<file path="src/rtl/activation_controller.sv">
// ---------------------------------------------------------------------------
// activation_controller
// Sequences the shared activation datapath over one tile of systolic-array
// results. For each row it reads the accumulator buffer, waits out the read
// latency, captures the activation-unit output, then writes the row to the
// output buffer. Only one row is ever in flight.
//
// Handshake: a write to the output buffer completes in a cycle where wr_en_o
// and wr_ready_i are both high. While wr_ready_i is low, wr_en_o and
// wr_addr_o hold steady, and the capture register is left untouched.
// ---------------------------------------------------------------------------
module activation_controller #(
   parameter int ADDR_WIDTH = 8,
   parameter int RD_LATENCY = 1
) (
   input  logic                  clk_i,
   input  logic                  rst_i,
   input  logic                  start_i,
   input  logic                  abort_i,
   input  logic [1:0]            func_i,
   input  logic [ADDR_WIDTH:0]   num_rows_i,
   output logic                  busy_o,
   output logic                  done_o,
   output logic                  rd_en_o,
   output logic [ADDR_WIDTH-1:0] rd_addr_o,
   output logic                  act_en_o,
   output logic [1:0]            act_sel_o,
   output logic                  cap_en_o,
   output logic                  wr_en_o,
   output logic [ADDR_WIDTH-1:0] wr_addr_o,
   input  logic                  wr_ready_i,
   output logic [2:0]            state_dbg_o
);

   // The wait counter holds values up to RD_LATENCY-1.
   localparam int WC_W = (RD_LATENCY > 1) ? $clog2(RD_LATENCY) : 1;

   typedef enum logic [2:0] {
      S_IDLE  = 3'd0,
      S_READ  = 3'd1,
      S_WAIT  = 3'd2,
      S_ACT   = 3'd3,
      S_WRITE = 3'd4,
      S_DONE  = 3'd5
   } state_t;

   state_t                state_q, state_d;
   logic [ADDR_WIDTH-1:0] row_cnt_q, row_cnt_d;
   logic [WC_W-1:0]       wait_cnt_q, wait_cnt_d;
   logic [1:0]            func_q, func_d;
   logic [ADDR_WIDTH:0]   num_rows_q, num_rows_d;

   logic                  start_ok;
   logic                  last_row;
   logic [ADDR_WIDTH:0]   last_idx;

   // A start is only honoured when idle, and abort overrides it.
   assign start_ok = (state_q == S_IDLE) && start_i && !abort_i;

   // Index of the final row; only meaningful while a non-empty tile runs.
   assign last_idx = num_rows_q - {{ADDR_WIDTH{1'b0}}, 1'b1};
   // row_cnt is zero-extended so a full 2**ADDR_WIDTH tile ends without wrap.
   assign last_row = ({1'b0, row_cnt_q} == last_idx);

   // State register.
   always_ff @(posedge clk_i or posedge rst_i) begin
      if (rst_i) begin
         state_q <= S_IDLE;
      end else begin
         state_q <= state_d;
      end
   end

   // Next-state logic; abort returns to IDLE from anywhere.
   always_comb begin
      state_d = state_q;
      unique case (state_q)
         S_IDLE: begin
            if (start_ok) begin
               state_d = (num_rows_i == '0) ? S_DONE : S_READ;
            end
         end
         S_READ: begin
            state_d = S_WAIT;
         end
         S_WAIT: begin
            if (wait_cnt_q == '0) begin
               state_d = S_ACT;
            end
         end
         S_ACT: begin
            state_d = S_WRITE;
         end
         S_WRITE: begin
            if (wr_ready_i) begin
               state_d = last_row ? S_DONE : S_READ;
            end
         end
         S_DONE: begin
            state_d = S_IDLE;
         end
         default: begin
            state_d = S_IDLE;
         end
      endcase
      if (abort_i) begin
         state_d = S_IDLE;
      end
   end

   // Tile configuration and row/wait counters.
   always_comb begin
      row_cnt_d  = row_cnt_q;
      wait_cnt_d = wait_cnt_q;
      func_d     = func_q;
      num_rows_d = num_rows_q;
      unique case (state_q)
         S_IDLE: begin
            if (start_ok) begin
               func_d     = func_i;
               num_rows_d = num_rows_i;
               row_cnt_d  = '0;
            end
         end
         S_READ: begin
            wait_cnt_d = WC_W'(RD_LATENCY - 1);
         end
         S_WAIT: begin
            if (wait_cnt_q != '0) begin
               wait_cnt_d = wait_cnt_q - {{(WC_W-1){1'b0}}, 1'b1};
            end
         end
         S_WRITE: begin
            // Advance only when the write is accepted and rows remain.
            if (wr_ready_i && !last_row && !abort_i) begin
               row_cnt_d = row_cnt_q + {{(ADDR_WIDTH-1){1'b0}}, 1'b1};
            end
         end
         default: begin
         end
      endcase
   end

   // Datapath registers.
   always_ff @(posedge clk_i or posedge rst_i) begin
      if (rst_i) begin
         row_cnt_q  <= '0;
         wait_cnt_q <= '0;
         func_q     <= '0;
         num_rows_q <= '0;
      end else begin
         row_cnt_q  <= row_cnt_d;
         wait_cnt_q <= wait_cnt_d;
         func_q     <= func_d;
         num_rows_q <= num_rows_d;
      end
   end

   // Output decode from registered state only; no input-to-output paths.
   always_comb begin
      busy_o      = (state_q != S_IDLE);
      done_o      = (state_q == S_DONE);
      rd_en_o     = (state_q == S_READ);
      rd_addr_o   = row_cnt_q;
      cap_en_o    = (state_q == S_ACT);
      act_en_o    = (state_q == S_ACT) && (func_q != 2'd0);
      act_sel_o   = (state_q != S_IDLE) ? func_q : 2'd0;
      wr_en_o     = (state_q == S_WRITE);
      wr_addr_o   = row_cnt_q;
      state_dbg_o = state_q;
   end

endmodule

</file>
<file path="config.mk">
export PLATFORM = sky130hd
export DESIGN_NAME = activation_controller
export DESIGN_NICKNAME = d
export VERILOG_FILES = /design/src/rtl/activation_controller.sv
export SDC_FILE = /design/constraint.sdc
export NUM_CORES = 1
export LEC_CHECK = 0
export CORE_MARGIN = 4
export CORE_UTILIZATION = 25
export DETAILED_ROUTE_END_ITERATION = 12
export GPL_ROUTABILITY_DRIVEN = 0
export PLACE_DENSITY_LB_ADDON = 0.2
export SLEW_MARGIN = 20
export SYNTH_ARGS = -nofsm -noshare
export SYNTH_HDL_FRONTEND = slang
export SYNTH_SLANG_ARGS = --single-unit
</file>
<file path="constraint.sdc">
create_clock -name clk_i -period 2.2 [get_ports clk_i]
set_input_delay 0.66 -clock clk_i [delete_from_list [all_inputs] [get_ports clk_i]]
set_output_delay 0.66 -clock clk_i [all_outputs]
set_load 0.05 [all_outputs]
</file>
==> reports/qor.yml <==
run_status:
  status: "finished, final reports clean"
synth:
  synth_area_leaders: "dfrtp_1, nand2_1, buf_4"
  yosysWarnings: 0
  synthDominantCellAreaShare: 0.3823
  ys_types: 43
  syn_area_per_cell_um2: 8.277
  synth_seq_cells: 22
  synth_area_um2: 1440
  synthSimpleGateAreaFrac: 0.2876
  synth_fa_ha_area_frac: 0.01738
  synthesis.instances: 174
  yosysSeqAreaShare: 0.3823
  synth_nets: 192
  synth-async-reset-ratio: 1.000
  yosys.area_share.xor_xnor: 0.04865
  synthMuxAreaShare: 0.02085
  synth_top_family_by_area: "simple AND/OR/NAND/NOR gates"
  synth_edf_count: 0
  synth_compound_area_frac: 0.1520
  synth_top_area_cell: "dfrtp_1"
  ys.flop_type: "dfrtp_1"
route:
  drc: 0
  vias: 1392
  viasPerCell: 4.519
  antenna_left: 0
  drt-initial-drc-count: 63
  dr.pass1.iters: 4
  wl_per_cell_um: 13.67
  routed_wirelength_um: 4210
sta:
  maxSlewHeadroom: 0.7656
  worst_pin_slew_ns: 0.3478
  slew_viol_final: 0
  period_minus_slack_ns: 2.178
  hold_viol: 0
  setup_violations: 0
  fin_skew_ns: 0.003781
  rsz0062_at_grt: "yes"
  fmax_ghz: 0.4590
  fin_crit_sh: 0.9902
power_and_ir_drop:
  p_sw_frac: 0.3623
  power.internal_mw: 0.9654
  leakagePower_nw: 1.005
  power_frac_clock: 0.198
  seq_power_share: 0.339
  p_comb_frac: 0.463
  p_switching_mw: 0.5485
  total_power_mw: 1.514
  power.density_nw_per_um2: 667.4
  ir_drop_mv: 0.3206
clock_network:
  numCtsBuffers: 3
  clk-insertion-delay-late_ns: 0.27
  clk_pin_slew_ns: 0.08
  root_buffer: "clkbuf_8"
  htree_levels: 1
  cts_tree: "yes"
  cts_hold_buf: 0
  clockBufferDepth: 2
  cts.sinks: 22
placed_design:
  hpwl_um: 3166
  portBuffers: 42
floorplanning:
  core_um2: 5540
  chipHeight_um: 83.90
  pin_count: 43
  start_util: 0.2599
  fp.dieW_um: 83.90
  rows: 27
  die_area_um2: 7039
worst_setup_path:
  r2r_cells: 11
  worstReg2RegStart: "num_rows_q[1]"
  crit_path_end: "rd_addr_o[4]"
  startpoint: "num_rows_q[1]"
  path_class: "reg2reg"
  startpoint_type: "flip-flop"
  reg2reg_setup_slack_ns: 0.02
  cp.arrival_ns: 2.38
  cp_data_required_time_ns: 2.40
  worstReg2RegEnd: "rd_addr_o[4]"
  worstPathMaxFanout: 7
  critPathCaptureType: "flip-flop"
layout:
  final_common_cell: "buf_4"
  final_core_util: 0.4094
  fin_nets: 255
  layout_common_cells: "buf_4, nand2_1, dfrtp_1, clkdlybuf4s50_1, inv_1"
  drive_gt1_frac: 0.3814
  area.growth.synth_to_final_pct: 57.52
  diodes: 0
flow_run:
  maxCapViolCount: 0
global_routing:
  grt_overflow: 0
  grt_pass1_wl_um: 6679
  grt_pass1_vias: 1308
  grt_util_all_layers: 0.1175
  grt_max_degree: 23
  antenna_found_initial: 0
worst_hold_path:
  hold_path_class: "reg2reg"
-- per-stage QoR --
stage	TNS [ns]	hold WS [ns]	cells	setup WS [ns]	cell area (µm²)
2_1_floorplan	-0.06657	0.4599	174	-0.05169	1483
3_3_place_gp	-0.8920	0.4975	302	-0.1641	2122
3_5_place_dp	-1.009	0.4986	302	-0.2401	2122
4_1_cts	-0.001337	0.5186	306	-0.001337	2207
5_1_grt	-0.4616	0.5854	308	-0.09022	2268
6_report	0	0.5140	308	0.02159	2268
-- registers in the layout, summed over array words and instances, names as in the netlist --
register / cells
rd_addr_o: 8
func_q: 2
num_rows_q: 9
state_dbg_o: 3
-- kinds of logic (layout without fill, tap and decap cells) --
kind of cell / count (synthesis) / count (layout)
XOR/XNOR: 8 / 8
flip-flops: 22 / 22
AO/OA/AOI/OAI: 29 / 29
multiplexers: 3 / 3
buffers and inverters: 27 / 89
AND/OR/NAND/NOR: 83 / 83
adder cells (fa/ha/maj): 2 / 2
-- critical path, cell delays in order, from the launching register on --
cell      delay (ns)
dfrtp_1         0.39
inv_2           0.08
ha_4            0.15
nand2b_4        0.07
buf_6           0.12
o211ai_1        0.14
a31oi_1         0.11
o41ai_2         0.44
buf_4           0.20
a21oi_4         0.08
a211o_1         0.25
nand2_1         0.08
-- per-layer routing --
layer / up-vias / part of all wire / GRT usage
met4: 0 / 0.013 / 0.03509
met1: 639 / 0.49 / 0.1714
met5: - / 0 / 0
li1: 715 / - / -
met2: 33 / 0.45 / 0.1721
met3: 5 / 0.051 / 0.02567
-- worst min path at each step --
stage	start	end	cells after the start
6_report	func_q[0]	func_q[0]	2
5_1_grt	func_q[0]	func_q[0]	2
4_1_cts	func_q[0]	func_q[0]	2
3_5_place_dp	func_q[0]	func_q[0]	2
3_3_place_gp	func_q[0]	func_q[0]	2
2_1_floorplan	func_q[0]	func_q[0]	2
-- synth_stat cells, types with 2 or more instances --
library cell / number
clkbuf_1: 8
o211ai_1: 2
nor2b_1: 3
a21oi_1: 3
inv_1: 11
dfrtp_1: 22
ha_1: 2
nor4_1: 2
buf_4: 8
xnor2_1: 6
o21a_1: 2
o21ai_0: 7
and2_1: 2
nor2_1: 10
nand3_1: 6
nor3_1: 7
a21o_1: 3
nand2_1: 34
xor2_1: 2
mux2i_1: 3
and3_1: 2
nand2b_1: 3
nand3b_1: 2
nand4_1: 5
-- final cells by class --
| cell class | count | area, µm² |
|---|---|---|
| clock buffers | 4 | 55.05 |
| fillers | 600 | 3272 |
| inverters | 11 | 41.29 |
| multi-input cells | 125 | 865.8 |
| flip-flops and latches | 22 | 556.8 |
| well taps | 72 | 90.09 |
| repair buffers | 74 | 659.4 |
-- timing repair --
action	in CTS	in global routing
pin swaps	4	10
endpoints found under the setup margin	2	8
resized for setup	6	9
buffers inserted	0	3
-- power by group through the flow --
| stage | Combinational [mW] | Clock [mW] | Sequential (mW) |
|---|---|---|---|
| after floorplan | 0.328 | 0 | 0.541 |
| after global placement | 0.626 | 0 | 0.518 |
| after detailed placement | 0.626 | 0 | 0.519 |
| after CTS | 0.653 | 0.308 | 0.511 |
| after global routing | 0.764 | 0.328 | 0.524 |
| final | 0.701 | 0.299 | 0.514 |
Note: power is estimated with default switching activity, not from simulation.
